$ cat src/rtl/lsu_sequencer_if.sv
// ---------------------------------------------------------------------------
// lsu_sequencer_if
//
// Request/acknowledge data-memory port between the MEM-stage load/store
// sequencer (master) and the data memory (slave).
//
// Signals:
//   mem_req_o    master->slave  request, held until acknowledged
//   mem_we_o     master->slave  1 = write, 0 = read
//   mem_addr_o   master->slave  word-aligned address
//   mem_be_o     master->slave  lane-shifted byte enables
//   mem_wdata_o  master->slave  lane-shifted store data
//   mem_ack_i    slave->master  completion; read data valid in the same cycle
//   mem_rdata_i  slave->master  read word
// ---------------------------------------------------------------------------
interface lsu_sequencer_if #(
    parameter int XLEN = 32
);
    logic            mem_req_o;
    logic            mem_we_o;
    logic [XLEN-1:0] mem_addr_o;
    logic [3:0]      mem_be_o;
    logic [XLEN-1:0] mem_wdata_o;
    logic            mem_ack_i;
    logic [XLEN-1:0] mem_rdata_i;

    // The sequencer drives the request side and consumes the response.
    modport master (
        output mem_req_o, mem_we_o, mem_addr_o, mem_be_o, mem_wdata_o,
        input  mem_ack_i, mem_rdata_i
    );

    // The memory consumes the request side and drives the response.
    modport slave (
        input  mem_req_o, mem_we_o, mem_addr_o, mem_be_o, mem_wdata_o,
        output mem_ack_i, mem_rdata_i
    );
endinterface

$ cat src/rtl/lsu_sequencer.sv
// ---------------------------------------------------------------------------
// lsu_sequencer
//
// Multi-cycle load/store sequencer for the MEM stage. Accepts one decoded
// memory access per instruction, latches it, issues a byte-lane-aligned
// request on the req/ack memory port and holds it until acknowledged, stalls
// the pipeline while busy, and returns sign/zero-extended load data. Rejects
// misaligned halfword/word accesses and aborts requests that wait too long.
//
// Ports:
//   clk_i, rst_i         clock, asynchronous active-high reset
//   valid_i              instruction in MEM is valid
//   mem_read_i/_write_i  load / store decoded (write wins if both)
//   mem_write_mask_i     unshifted store byte mask
//   funct3_i             access size and signedness
//   addr_i               effective address
//   store_data_i         rs2 value
//   mem                  memory port (lsu_sequencer_if.master)
//   stall_o              hold upstream pipeline
//   load_valid_o         one-cycle pulse, load_data_o valid
//   load_data_o          extended load result, held until the next load
//   misaligned_o         one-cycle pulse, access rejected
//   bus_err_o            one-cycle pulse, memory timeout
// ---------------------------------------------------------------------------
module lsu_sequencer #(
    parameter int TIMEOUT_CYCLES = 64,
    parameter int XLEN           = 32
) (
    input  logic            clk_i,
    input  logic            rst_i,
    input  logic            valid_i,
    input  logic            mem_read_i,
    input  logic            mem_write_i,
    input  logic [3:0]      mem_write_mask_i,
    input  logic [2:0]      funct3_i,
    input  logic [XLEN-1:0] addr_i,
    input  logic [XLEN-1:0] store_data_i,
    lsu_sequencer_if.master mem,
    output logic            stall_o,
    output logic            load_valid_o,
    output logic [XLEN-1:0] load_data_o,
    output logic            misaligned_o,
    output logic            bus_err_o
);

    localparam logic [1:0] S_IDLE = 2'd0;
    localparam logic [1:0] S_REQ  = 2'd1;
    localparam logic [1:0] S_DONE = 2'd2;
    localparam logic [1:0] S_ERR  = 2'd3;

    localparam int           CW         = (TIMEOUT_CYCLES > 1) ? $clog2(TIMEOUT_CYCLES) : 1;
    localparam logic [CW-1:0] TIMER_LAST = CW'(TIMEOUT_CYCLES - 1);

    logic [1:0]      r_state;
    logic [CW-1:0]   r_timer;
    logic [1:0]      r_addrLo;
    logic [2:0]      r_funct3;
    logic            r_we;
    logic            r_isLoad;
    logic            r_misaligned;
    logic [3:0]      r_be;
    logic [XLEN-1:0] r_wdata;
    logic [XLEN-1:0] r_wordAddr;
    logic [XLEN-1:0] r_loadData;

    logic            w_start;
    logic            w_misaligned;
    logic            w_emptyStore;
    logic [3:0]      w_beShift;
    logic [XLEN-1:0] w_wdataShift;
    logic [XLEN-1:0] w_lane;
    logic [XLEN-1:0] w_loadExt;

    // Decode of the incoming access. Alignment is judged from the size field
    // funct3[1:0] so it applies identically to loads and stores.
    assign w_start      = valid_i & (mem_read_i | mem_write_i);
    assign w_misaligned = ((funct3_i[1:0] == 2'b01) & addr_i[0]) |
                          ((funct3_i[1:0] == 2'b10) & (addr_i[1:0] != 2'b00));
    assign w_emptyStore = mem_write_i & (mem_write_mask_i == 4'b0000);
    assign w_beShift    = mem_write_mask_i << addr_i[1:0];
    assign w_wdataShift = store_data_i << {addr_i[1:0], 3'b000};

    // The addressed byte is moved down to lane 0 before extension.
    assign w_lane = mem.mem_rdata_i >> {r_addrLo, 3'b000};

    // Load result extension; unsupported encodings yield zero.
    always_comb begin
        w_loadExt = '0;
        case (r_funct3)
            3'b000:  w_loadExt = {{(XLEN-8){w_lane[7]}}, w_lane[7:0]};
            3'b001:  w_loadExt = {{(XLEN-16){w_lane[15]}}, w_lane[15:0]};
            3'b010:  w_loadExt = w_lane;
            3'b100:  w_loadExt = {{(XLEN-8){1'b0}}, w_lane[7:0]};
            3'b101:  w_loadExt = {{(XLEN-16){1'b0}}, w_lane[15:0]};
            default: w_loadExt = '0;
        endcase
    end

    // Main sequencer. IDLE latches the access; rejected or empty accesses go
    // straight to DONE so the pipeline still sees a one-cycle turnaround.
    // REQ waits for ack, bounded by the timeout counter; ack in the final
    // allowed cycle still completes normally.
    always_ff @(posedge clk_i or posedge rst_i) begin
        if (rst_i) begin
            r_state      <= S_IDLE;
            r_timer      <= '0;
            r_addrLo     <= '0;
            r_funct3     <= '0;
            r_we         <= 1'b0;
            r_isLoad     <= 1'b0;
            r_misaligned <= 1'b0;
            r_be         <= '0;
            r_wdata      <= '0;
            r_wordAddr   <= '0;
            r_loadData   <= '0;
        end else begin
            case (r_state)
                S_IDLE: begin
                    if (w_start) begin
                        r_addrLo     <= addr_i[1:0];
                        r_funct3     <= funct3_i;
                        r_we         <= mem_write_i;
                        r_isLoad     <= ~mem_write_i;
                        r_misaligned <= w_misaligned;
                        r_be         <= mem_write_i ? w_beShift : 4'b1111;
                        r_wdata      <= mem_write_i ? w_wdataShift : '0;
                        r_wordAddr   <= {addr_i[XLEN-1:2], 2'b00};
                        r_timer      <= '0;
                        if (w_misaligned || w_emptyStore) begin
                            r_state <= S_DONE;
                        end else begin
                            r_state <= S_REQ;
                        end
                    end
                end
                S_REQ: begin
                    if (mem.mem_ack_i) begin
                        r_state <= S_DONE;
                        r_timer <= '0;
                        if (r_isLoad) begin
                            r_loadData <= w_loadExt;
                        end
                    end else if (r_timer == TIMER_LAST) begin
                        r_state <= S_ERR;
                        r_timer <= '0;
                    end else begin
                        r_timer <= r_timer + 1'b1;
                    end
                end
                S_DONE:  r_state <= S_IDLE;
                S_ERR:   r_state <= S_IDLE;
                default: r_state <= S_IDLE;
            endcase
        end
    end

    // Memory port is driven straight from the latched access so it stays
    // stable for the whole request including the ack cycle.
    assign mem.mem_req_o   = (r_state == S_REQ);
    assign mem.mem_we_o    = r_we;
    assign mem.mem_addr_o  = r_wordAddr;
    assign mem.mem_be_o    = r_be;
    assign mem.mem_wdata_o = r_wdata;

    // Stall covers the start cycle combinationally plus all of REQ; it is
    // forced low while reset is held so the pipeline is released at once.
    assign stall_o      = ~rst_i & (((r_state == S_IDLE) & w_start) | (r_state == S_REQ));
    assign load_valid_o = (r_state == S_DONE) & r_isLoad & ~r_misaligned;
    assign misaligned_o = (r_state == S_DONE) & r_misaligned;
    assign bus_err_o    = (r_state == S_ERR);
    assign load_data_o  = r_loadData;

endmodule
$ cat src/flat_wrapper.sv
// flat-port wrapper written by rule: the top's interface ports become plain ports
module lsu_sequencer_flat 
#(
    parameter int TIMEOUT_CYCLES = 64,
    parameter int XLEN           = 32
)
  (clk_i, rst_i, valid_i, mem_read_i, mem_write_i, mem_write_mask_i, funct3_i, addr_i, store_data_i, stall_o, load_valid_o, load_data_o, misaligned_o, bus_err_o, mem_mem_req_o, mem_mem_we_o, mem_mem_addr_o, mem_mem_be_o, mem_mem_wdata_o, mem_mem_ack_i, mem_mem_rdata_i);
  lsu_sequencer_if #(.XLEN(XLEN)) mem_i ();
  input  logic clk_i;
  input  logic rst_i;
  input  logic valid_i;
  input  logic mem_read_i;
  input  logic mem_write_i;
  input  logic [3:0] mem_write_mask_i;
  input  logic [2:0] funct3_i;
  input  logic [XLEN-1:0] addr_i;
  input  logic [XLEN-1:0] store_data_i;
  output logic stall_o;
  output logic load_valid_o;
  output logic [XLEN-1:0] load_data_o;
  output logic misaligned_o;
  output logic bus_err_o;
  output wire logic [$bits(mem_i.mem_req_o)-1:0] mem_mem_req_o;
  output wire logic [$bits(mem_i.mem_we_o)-1:0] mem_mem_we_o;
  output wire logic [$bits(mem_i.mem_addr_o)-1:0] mem_mem_addr_o;
  output wire logic [$bits(mem_i.mem_be_o)-1:0] mem_mem_be_o;
  output wire logic [$bits(mem_i.mem_wdata_o)-1:0] mem_mem_wdata_o;
  input wire logic [$bits(mem_i.mem_ack_i)-1:0] mem_mem_ack_i;
  input wire logic [$bits(mem_i.mem_rdata_i)-1:0] mem_mem_rdata_i;
  assign mem_mem_req_o = mem_i.mem_req_o;
  assign mem_mem_we_o = mem_i.mem_we_o;
  assign mem_mem_addr_o = mem_i.mem_addr_o;
  assign mem_mem_be_o = mem_i.mem_be_o;
  assign mem_mem_wdata_o = mem_i.mem_wdata_o;
  assign mem_i.mem_ack_i = mem_mem_ack_i;
  assign mem_i.mem_rdata_i = mem_mem_rdata_i;
  lsu_sequencer #(.TIMEOUT_CYCLES(TIMEOUT_CYCLES), .XLEN(XLEN)) u_core (.clk_i(clk_i), .rst_i(rst_i), .valid_i(valid_i), .mem_read_i(mem_read_i), .mem_write_i(mem_write_i), .mem_write_mask_i(mem_write_mask_i), .funct3_i(funct3_i), .addr_i(addr_i), .store_data_i(store_data_i), .mem(mem_i), .stall_o(stall_o), .load_valid_o(load_valid_o), .load_data_o(load_data_o), .misaligned_o(misaligned_o), .bus_err_o(bus_err_o));
endmodule
$ cat config.mk
export PLATFORM = sky130hd
export DESIGN_NAME = lsu_sequencer_flat
export DESIGN_NICKNAME = d
export VERILOG_FILES = /design/src/rtl/lsu_sequencer_if.sv /design/src/rtl/lsu_sequencer.sv /design/src/flat_wrapper.sv
export SDC_FILE = /design/constraint.sdc
export NUM_CORES = 1
export LEC_CHECK = 0
export CAP_MARGIN = 10
export CORE_UTILIZATION = 44
export CTS_CLUSTER_DIAMETER = 120
export DETAILED_ROUTE_END_ITERATION = 10
export PLACE_DENSITY = 0.8
export SLEW_MARGIN = 5
export SYNTH_ARGS = -nofsm -noshare
export SYNTH_HDL_FRONTEND = slang
export SYNTH_SLANG_ARGS = --single-unit
$ cat constraint.sdc
create_clock -name clk_i -period 4.52 [get_ports clk_i]
set_input_delay 0.904 -clock clk_i [delete_from_list [all_inputs] [get_ports clk_i]]
set_output_delay 0.904 -clock clk_i [all_outputs]
set_load 0.01 [all_outputs]
==> reports/qor.txt <==
CTS tree: done
Rel. slew slack: 39.9%
Total gr overflow: 0
PwrDens: 610 nW/um^2
Most used cell, CP: clkdlybuf4s50_1
RSZ-0062 raised after global routing: false
Worst path required time: 3.62 ns
Internal power: 0.00336 W
# H-tree levels: 4
Fin. Hold Viols: 0
Post-CTS Setup Bufs: 0
Max-Cap Viols: 0
EDFF count, synth: 0
Final slew viol count: 0
Seq cells post-synth: 114
Clk buf depth: 2
Switching Share: 33.6%
Yosys Warn Count: 0
Number of fillers in the final layout: 967
Tcrit/Tclk final: 76.7%
Critical path, cell by cell: clkdlybuf4s50_1 -> o21ai_1 -> a21o_1 -> nor2_1 -> clkdlybuf4s50_1
Share of cells above drive strength 1: 7.22%
Sequential share of power: 34.5%
Crit path capture type: primary output
Die Footprint: 13100 sq um
GRT Overall Usage: 25.7%
Critical path's slowest cell: clkdlybuf4s50_1
First-pass GRT wire length: 25700 microns
Avg WL per Cell: 17.4 microns
Sequential area share after synthesis: 51.2%
Max rail drop VDD: 0.293 mV
Synth Instances: 577
CP Class: input pin to primary output
Logic pwr share: 40.7%
Dpl hpwl: 12000 microns
Layout Skew: 0.0119 ns
Vias in the first global route: 5113
Core Rows: 40
Clock power frac: 24.7%
Num CTS Buffers: 17
Compound-cell area share of the yosys netlist: 13.8%
I/O pin count: 215
Arrival @ worst endpoint: 2.56 ns
Antenna cells: 0
# setup viols final: 0
Initial Util: 45.8%
Final GP Congestion: 0.890
Detailed Route Iter0 Violations: 331
Synth-to-layout area growth: 48.9%
Antenna violations before repair: 0
Cell class contributing the biggest share of worst-path delay: buffers and inverters
Netlist cell types: 53
Routed wire length: 16600 microns
CP Buf/Inv Count: 2
Multiplexer share of the synthesized area: 8.69%
Die X: 115 microns
Clock slew at the register clock pins of the worst setup and hold paths: 0.05 ns
Pin count of the biggest net entering global routing: 104
CP startpoint kind: input pin
Via count: 5139
Mean Syn Cell Area: 9.66 sq um
Chip Height: 115 microns
Adder-cell share of the synthesized area: 0.225%
Final TNS setup: 0 ns
Remaining routing DRC violations: 0
Hold buffer count at CTS: 0
Crit path time final: 3.47 ns
Clock latency at the later pin of the worst-skew pair: 0.41 ns
Fin cells: 957
First-pass DRT Iterations: 7
Status: completed
CP Max Fanout: 6
Layout Nets: 886
CTS root buffer: clkbuf_16
XOR/XNOR Fraction of Synth Area: 0.471%
Slowest stage delay, CP: 0.47 ns
Worst-margin pin slew: 0.901 ns
Net Sw Power: 0.00170 W
Post-DR vias/cell: 5.37
CTS-repair resized insts: 0
Synth Flop Type: dfrtp_1
Post-synthesis cell area: 5570 sq um
Simple-Gate Fraction of Synth Area: 20.9%
PortBufs: 212
Core area: 12200 sq um
Placed Cells: 925
Clk sinks: 114
Post-route ant nets: 0
Pleak: 3.74 nW
Main combinational cell family by area after synthesis: simple AND/OR/NAND/NOR gates
FMAX: 288 MHz
Async S/R FF share, synth: 100%
HP Class: flip-flop to flip-flop
-- final cells by class --
class                           instances  area [sq um]  share of cell area, %
Tap cell                              168           210                   2.53
Multi-Input combinational cell        420          2470                   29.8
Sequential cell                       114          2850                   34.4
Clock inverter                          9          81.3                  0.980
Timing Repair Buffer                  220          2190                   26.4
Inverter                                3          13.8                  0.166
Clock buffer                           23           478                   5.76
-- synthesized netlist by cell type, types with 2 or more instances --
cell        n  area share [%]
a211o_1     8             1.3
a211oi_1    2            0.27
a21oi_1    11            0.99
a221o_1    16             2.9
a22o_1      8             1.3
a31oi_1     2            0.22
a32o_1      8             1.4
and2_1      9             1.0
and3_1      2            0.22
buf_1       3            0.20
buf_2      15             1.3
buf_4       3            0.40
buf_6       3            0.61
clkbuf_1   13            0.88
clkbuf_8    3            0.74
dfrtp_1   114              51
inv_1       3            0.20
mux2_2      7             1.4
mux2_4      3            0.81
mux2i_1    36             6.5
nand2_1   175              12
nand2b_1    4            0.45
nand3_1    20             1.8
nor2_1     25             1.7
nor2b_1    13             1.5
nor3_2      2            0.36
o211ai_1    2            0.27
o21ai_0    19             1.7
o21ai_1    13             1.2
o22a_1      3            0.47
o31ai_1     8             1.1
or3b_1      2            0.31
xnor2_1     2            0.31
-- layer usage --
metal  part of all wire [%]  vias up  GRT usage (%)  routed length, microns
li1                       -     2393              -                       -
met1                     39     2485           29.4                    6560
met2                     49      230           42.7                    8180
met3                    8.6       31           9.63                    1440
met4                    2.7        0           11.7                     452
met5                      0        -              0                       0
-- cell families (layout without fill, tap and decap cells) --
group,after synthesis,count (layout)
AND/OR/NAND/NOR,263,263
multiplexers,46,46
AO/OA/AOI/OAI,105,105
adder cells (fa/ha/maj),1,1
XOR/XNOR,3,3
other,1,2
flip-flops,114,114
buffers and inverters,44,255
-- registers in the layout, summed over array words and instances (netlist names), 2 cells and up --
name                    cells
u_core.mem.mem_addr_o      30
u_core.r_timer              6
u_core.r_state              2
u_core.mem.mem_wdata_o     32
u_core.r_funct3             3
u_core.r_addrLo             2
u_core.load_data_o         32
u_core.mem.mem_be_o         4
-- placed cells by master, fill, tap and decap left out, types with 11 or more instances in the layout --
cell type	instances
o21ai_1	13
nor2_1	25
nor2b_1	13
o21ai_0	19
nand3_1	20
clkdlybuf4s50_1	211
a221o_1	16
a21oi_1	11
nand2_1	175
dfrtp_1	114
clkbuf_16	17
mux2i_1	36
-- stage by stage --
| stage | util (%) | setup slack (ns) | hold slack, ns | area, sq um | total power [W] |
|---|---|---|---|---|---|
| 5_1_grt | 68.2 | 0.946 | 0.493 | 8300 | 0.00535 |
| 3_3_place_gp | 63.6 | 1.07 | 0.454 | 7740 | 0.00376 |
| 2_1_floorplan | - | 0.600 | 0.463 | 5580 | 0.00275 |
| 3_5_place_dp | 63.6 | 1.06 | 0.465 | 7740 | 0.00382 |
| 4_1_cts | 68.2 | 1.06 | 0.480 | 8300 | 0.00510 |
| 6_report | 68.2 | 1.05 | 0.475 | 8300 | 0.00506 |
-- tightest hold or removal path: cells and delay by family (launching register included) --
family	cells	cell delay, ns
DFF	1	0.34
and+or+nand+nor	1	0.05
AOI/OAI and AO/OA	1	0.05
-- power by group through the flow --
| stage | registers [W] | clock network (W) | logic, W |
|---|---|---|---|
| after detailed placement | 0.00175 | 0 | 0.00207 |
| after global placement | 0.00173 | 0 | 0.00202 |
| final | 0.00175 | 0.00125 | 0.00206 |
| after floorplan | 0.00183 | 0 | 0.000913 |
| after global routing | 0.00180 | 0.00132 | 0.00223 |
| after CTS | 0.00174 | 0.00128 | 0.00208 |
-- worst paths after layout --
path                       slack [ns]                        from  cells past startpoint                          to
setup / recovery                 1.05                 mem_write_i                      5                     stall_o
hold / removal                   0.48  u_core.mem.mem_wdata_o[13]                      2  u_core.mem.mem_wdata_o[13]
setup reg to reg                 2.41          u_core.r_addrLo[1]                      3      u_core.load_data_o[21]
hold reg to reg                  0.48  u_core.mem.mem_wdata_o[13]                      2  u_core.mem.mem_wdata_o[13]
max in group asynchronous        2.94                       rst_i                      3  u_core.mem.mem_wdata_o[18]
min in group asynchronous        0.78                       rst_i                      2  u_core.mem.mem_wdata_o[26]
Note: power is estimated with default switching activity, not from simulation.
==> variant 1, RTL diff (config.mk and constraints unchanged) <==
`TIMEOUT_CYCLES` is set to 64 in 2 places; all go to 128.
--- a/src/rtl/lsu_sequencer.sv
+++ b/src/rtl/lsu_sequencer.sv
@@ -23,7 +23,7 @@
 //   bus_err_o            one-cycle pulse, memory timeout
 // ---------------------------------------------------------------------------
 module lsu_sequencer #(
-    parameter int TIMEOUT_CYCLES = 64,
+    parameter int TIMEOUT_CYCLES = 128,
     parameter int XLEN           = 32
 ) (
     input  logic            clk_i,
--- a/src/flat_wrapper.sv
+++ b/src/flat_wrapper.sv
@@ -1,7 +1,7 @@
 // flat-port wrapper written by rule: the top's interface ports become plain ports
 module lsu_sequencer_flat 
 #(
-    parameter int TIMEOUT_CYCLES = 64,
+    parameter int TIMEOUT_CYCLES = 128,
     parameter int XLEN           = 32
 )
   (clk_i, rst_i, valid_i, mem_read_i, mem_write_i, mem_write_mask_i, funct3_i, addr_i, store_data_i, stall_o, load_valid_o, load_data_o, misaligned_o, bus_err_o, mem_mem_req_o, mem_mem_we_o, mem_mem_addr_o, mem_mem_be_o, mem_mem_wdata_o, mem_mem_ack_i, mem_mem_rdata_i);
Check against the original RTL: no difference found for any inputs over 4 cycles, from zero or initial values and one cycle with rst_i high; that may be too few to reach the edited logic, so the function may still have changed.
==> variant 1 against the unedited design <==
- routed wire length increased by 0.11%
- area after synthesis decreased by 0.65%
- sequential cell count increased by 1
- synthesized cell count decreased by 0.52%
- highest routed layer unchanged
- critical path type unchanged
- clock power increased by 24%
- design area increased by 1.7%
- total power increased by 6.4%
- worst setup slack got worse by 0.30 ns
==> variant 1: results (changes against the unedited design) <==
- Clock Skew: 0.00496 ns (-0.00697 ns)
- CTS root buffer: clkbuf_16
- Yosys cell types: 46 (-13%)
- Fillers: 945 (-2.3%)
- Layout cell share with drive strength beyond 1: 0.0712 (-0.00109)
- CP arrival: 2.86 ns (+0.30 ns)
- DP Wirelength: 11800 um (-1.3%)
- Fin nets: 884 (-0.23%)
- N_diodes: 0 (unchanged)
- First-pass GRT wire length: 26200 um (+1.9%)
- H-tree depth: 4 (unchanged)
- Reg clk slew, reported paths: 0.05 ns (about the same)
- Initial antenna violation count: 0 (unchanged)
- CTS Buf Count: 17 (unchanged)
- Vias per cell: 5.39 (+0.38%)
- Number of global-route vias before repair: 5174 (+1.2%)
- Sequential element share of the synthesized area: 0.520 (+0.00787)
- Max VDD drop: 0.310 mV (+6.0%)
- Reg-to-reg slack, setup: 2.00 ns (-0.41 ns)
- Ranking of synthesized cells by area: dfrtp_1, nand2_1, mux2i_1
- Largest net degree at the start of global routing: 80 (-23%)
- Total track usage: 0.265 (+0.00815)
- Starting DRT DRC Count: 335 (+1.2%)
- CP max FO: 10 (+4)
- Leak Pwr: 3.84 nW (+2.7%)
- CP max stage delay: 0.56 ns (+0.09 ns)
- Drt total wl: 16600 um (+0.11%)
- Asr flop ratio synth: 1.00 (unchanged)
- Clock buffer depth: 2 (unchanged)
- # resized after CTS: 0 (unchanged)
- First-pass DRT Iterations: 4 (-3)
- Worst Max-Slew Pin Slew: 0.998 ns (+0.0973 ns)
- Post-synth top flop: dfrtp_1
- Final GP Congestion: 0.843 (-5.3%)
- Largest delay share family, worst path: buffers and inverters
- Top cells by count, synth: nand2_1, dfrtp_1, mux2i_1
- Status: finished clean
- CP max-delay cell: clkdlybuf4s50_1
- Port Buffers: 212 (unchanged)
-- variant 1: report_power, final --
group / total, mW / switching [mW] / internal, mW / leakage, nW
Combinational: 2.06 / 0.921 / 1.13 / 2.02
Clock: 1.55 / 0.458 / 1.09 / 0.333
Sequential: 1.78 / 0.327 / 1.45 / 1.48
-- variant 1: stage by stage --
step | instances | worst slack [ns] | utilization | instance area, sq um | hold slack [ns]
floorplan | 575 | 0.572 | - | 5540 | 0.445
global placement | 923 | 0.831 | 0.638 | 7760 | 0.450
detailed placement | 923 | 0.766 | 0.638 | 7760 | 0.459
CTS | 955 | 0.765 | 0.694 | 8440 | 0.473
global route | 955 | 0.603 | 0.694 | 8440 | 0.485
finish | 955 | 0.755 | 0.694 | 8440 | 0.471
-- variant 1: cells by family after synthesis --
family,after synthesis,share of synthesized area
muxes,45,0.0834
other,1,0.000677
xor gates and xnor gates,5,0.00791
AOI/OAI and AO/OA,108,0.146
buffers and inverters,43,0.0359
DFF,115,0.520
adders and majority gates,1,0.00226
and+or+nand+nor,256,0.205
-- variant 1: worst paths after layout --
kind / startpoint / end / cells past startpoint
max: mem_write_i / stall_o / 5
min: u_core.mem.mem_addr_o[28] / u_core.mem.mem_addr_o[28] / 2
max reg2reg: u_core.r_addrLo[1] / u_core.load_data_o[30] / 4
min reg2reg: u_core.mem.mem_addr_o[28] / u_core.mem.mem_addr_o[28] / 2
max in group asynchronous: rst_i / u_core.load_data_o[23] / 3
min in group asynchronous: rst_i / u_core.r_timer[0] / 2
-- variant 1: area by class of cell --
| type | instances | share of cell area |
|---|---|---|
| well taps | 168 | 0.0249 |
| flip-flops and latches | 115 | 0.341 |
| repair buffers | 220 | 0.258 |
| inverters | 3 | 0.00163 |
| clock inverters | 9 | 0.0234 |
| multi-input cells | 417 | 0.293 |
| clock buffers | 23 | 0.0578 |
-- variant 1: worst register-to-register path, delay by kind of cell (launching register included) --
| kind | cells | cell delay, ns |
|---|---|---|
| compound gates | 2 | 0.82 |
| flops | 1 | 0.99 |
| mux | 2 | 0.59 |
-- variant 1: per-layer routing --
layer,share of wire,up-vias,GRT usage
met1,0.40,2475,0.314
met4,0.025,0,0.113
li1,-,2395,-
met2,0.48,241,0.426
met5,0,-,0
met3,0.098,37,0.106
==> variant 2, RTL diff (config.mk and constraints unchanged) <==
Without the edit above. Register the output `bus_err_o`, without a reset; this adds one clock of latency there. The other outputs are not delayed to match. Comments in the files are not updated.
--- a/src/rtl/lsu_sequencer.sv
+++ b/src/rtl/lsu_sequencer.sv
@@ -167,7 +167,9 @@
     assign stall_o      = ~rst_i & (((r_state == S_IDLE) & w_start) | (r_state == S_REQ));
     assign load_valid_o = (r_state == S_DONE) & r_isLoad & ~r_misaligned;
     assign misaligned_o = (r_state == S_DONE) & r_misaligned;
-    assign bus_err_o    = (r_state == S_ERR);
+    always_ff @(posedge clk_i) begin
+        bus_err_o <= (r_state == S_ERR);
+    end
     assign load_data_o  = r_loadData;
 
 endmodule
Check against the original RTL: no difference found for any inputs over 4 cycles, from zero or initial values and one cycle with rst_i high; that may be too few to reach the edited logic, so the function may still have changed.
==> variant 2 against the unedited design <==
- sequential cell count rose by 1
- final cell count unchanged
- global-route usage grew 0.21 points
- total power is 4.4% higher
- design area up 1.2%
- routed wire length about the same
- worst setup slack worse by 0.24 ns
- area after synthesis is 0.36% higher
- critical path depth unchanged
- critical endpoint unchanged
- largest power group unchanged
- highest routed layer unchanged
==> variant 2: results (changes against the unedited design) <==
- Starting DRT DRC Count: 412 (+24%)
- Met3 usage: 0.0791 (-0.0173)
- Hold Path Class: reg -> reg
- Via count: 5096 (-0.84%)
- Initial antenna violation count: 0 (unchanged)
- Sequential element share of the synthesized area: 0.514 (+0.00175)
- Fin nets: 886 (unchanged)
- GRT met2 Usage: 0.436 (+0.00889)
- Asr flop ratio synth: 0.991 (-0.00870)
- Number of global-route vias before repair: 5071 (-0.82%)
- Drt total wl: 16600 um (about the same)
- Max layer used: met4
- Routed met2 length: 8430 um (+3.1%)
- Max VDD drop: 0.286 mV (-2.5%)
- Yosys cell types: 54 (+1.9%)
- First-pass DRT Iterations: 5 (-2)
- CP max FO: 8 (+2)
- Placed Area: 7760 sq um (+0.32%)
- Met1 Usage GRT: 0.307 (+0.0129)
- Largest net degree at the start of global routing: 60 (-42%)
- Status: finished clean
- Clock buffer depth: 2 (unchanged)
- Pre-CTS WS: 0.845 ns (-0.219 ns)
- Layout cell share with drive strength beyond 1: 0.0710 (-0.00127)
- First-pass GRT wire length: 25800 um (+0.43%)
- Leak Pwr: 3.79 nW (+1.4%)
- CP max stage delay: 0.54 ns (+0.07 ns)
- Ranking of synthesized cells by area: dfrtp_1, nand2_1, mux2i_1
- Final GP Congestion: 0.878 (-1.4%)
- CP arrival: 2.80 ns (+0.24 ns)
- DP Wirelength: 12000 um (-0.18%)
- Worst Max-Slew Pin Slew: 0.921 ns (+0.0196 ns)
- Fillers: 975 (+0.83%)
- Clock Skew: 0.00631 ns (-0.00563 ns)
- Met3 Wirelength: 1240 um (-14%)
- M1 WL: 6570 um (+0.15%)
- Reg clk slew, reported paths: 0.05 ns (about the same)
- Total track usage: 0.259 (+0.00211)
variant 2: changes by cell type after synthesis, sizes merged:
cell	delta
dfxtp	+1
variant 2: kinds of logic after synthesis:
kind of cell             share of synthesized area
AND/OR/NAND/NOR                              0.209
flip-flops                                   0.514
AO/OA/AOI/OAI                                0.137
multiplexers                                0.0866
buffers and inverters                       0.0463
XOR/XNOR                                   0.00470
adder cells (fa/ha/maj)                    0.00224
other                                     0.000670
variant 2: layout make-up:
cell class	instances	area, sq um	share of cell area
clock inverters	11	183	0.0218
multi-input cells	420	2470	0.295
inverters	3	13.8	0.00164
flip-flops and latches	115	2870	0.342
well taps	168	210	0.0250
clock buffers	21	450	0.0536
repair buffers	219	2190	0.261
variant 2: path summary, 6_finish.rpt:
kind                                      startpoint                   endpoint  slack (ns)  cells past startpoint
setup / recovery                         mem_write_i                    stall_o        0.81                      5
hold / removal             u_core.mem.mem_wdata_o[0]  u_core.mem.mem_wdata_o[0]        0.47                      2
setup reg to reg                   u_core.r_state[1]     u_core.load_data_o[30]        1.91                      4
hold reg to reg            u_core.mem.mem_wdata_o[0]  u_core.mem.mem_wdata_o[0]        0.47                      2
max in group asynchronous                      rst_i     u_core.mem.mem_be_o[3]        2.73                      3
min in group asynchronous                      rst_i          u_core.r_timer[4]        1.01                      2
variant 2: stage by stage:
step / hold slack (ns) / cells
6_report: 0.467 / 957
5_1_grt: 0.496 / 957
4_1_cts: 0.476 / 957
3_5_place_dp: 0.462 / 925
3_3_place_gp: 0.454 / 925
2_1_floorplan: 0.463 / 579
variant 2: power by group:
group | total [mW] | switching, mW | internal, mW
sequential | 1.76 | 0.323 | 1.44
clock | 1.45 | 0.462 | 0.986
combinational | 2.07 | 0.932 | 1.14
total | 5.28 | 1.72 | 3.56
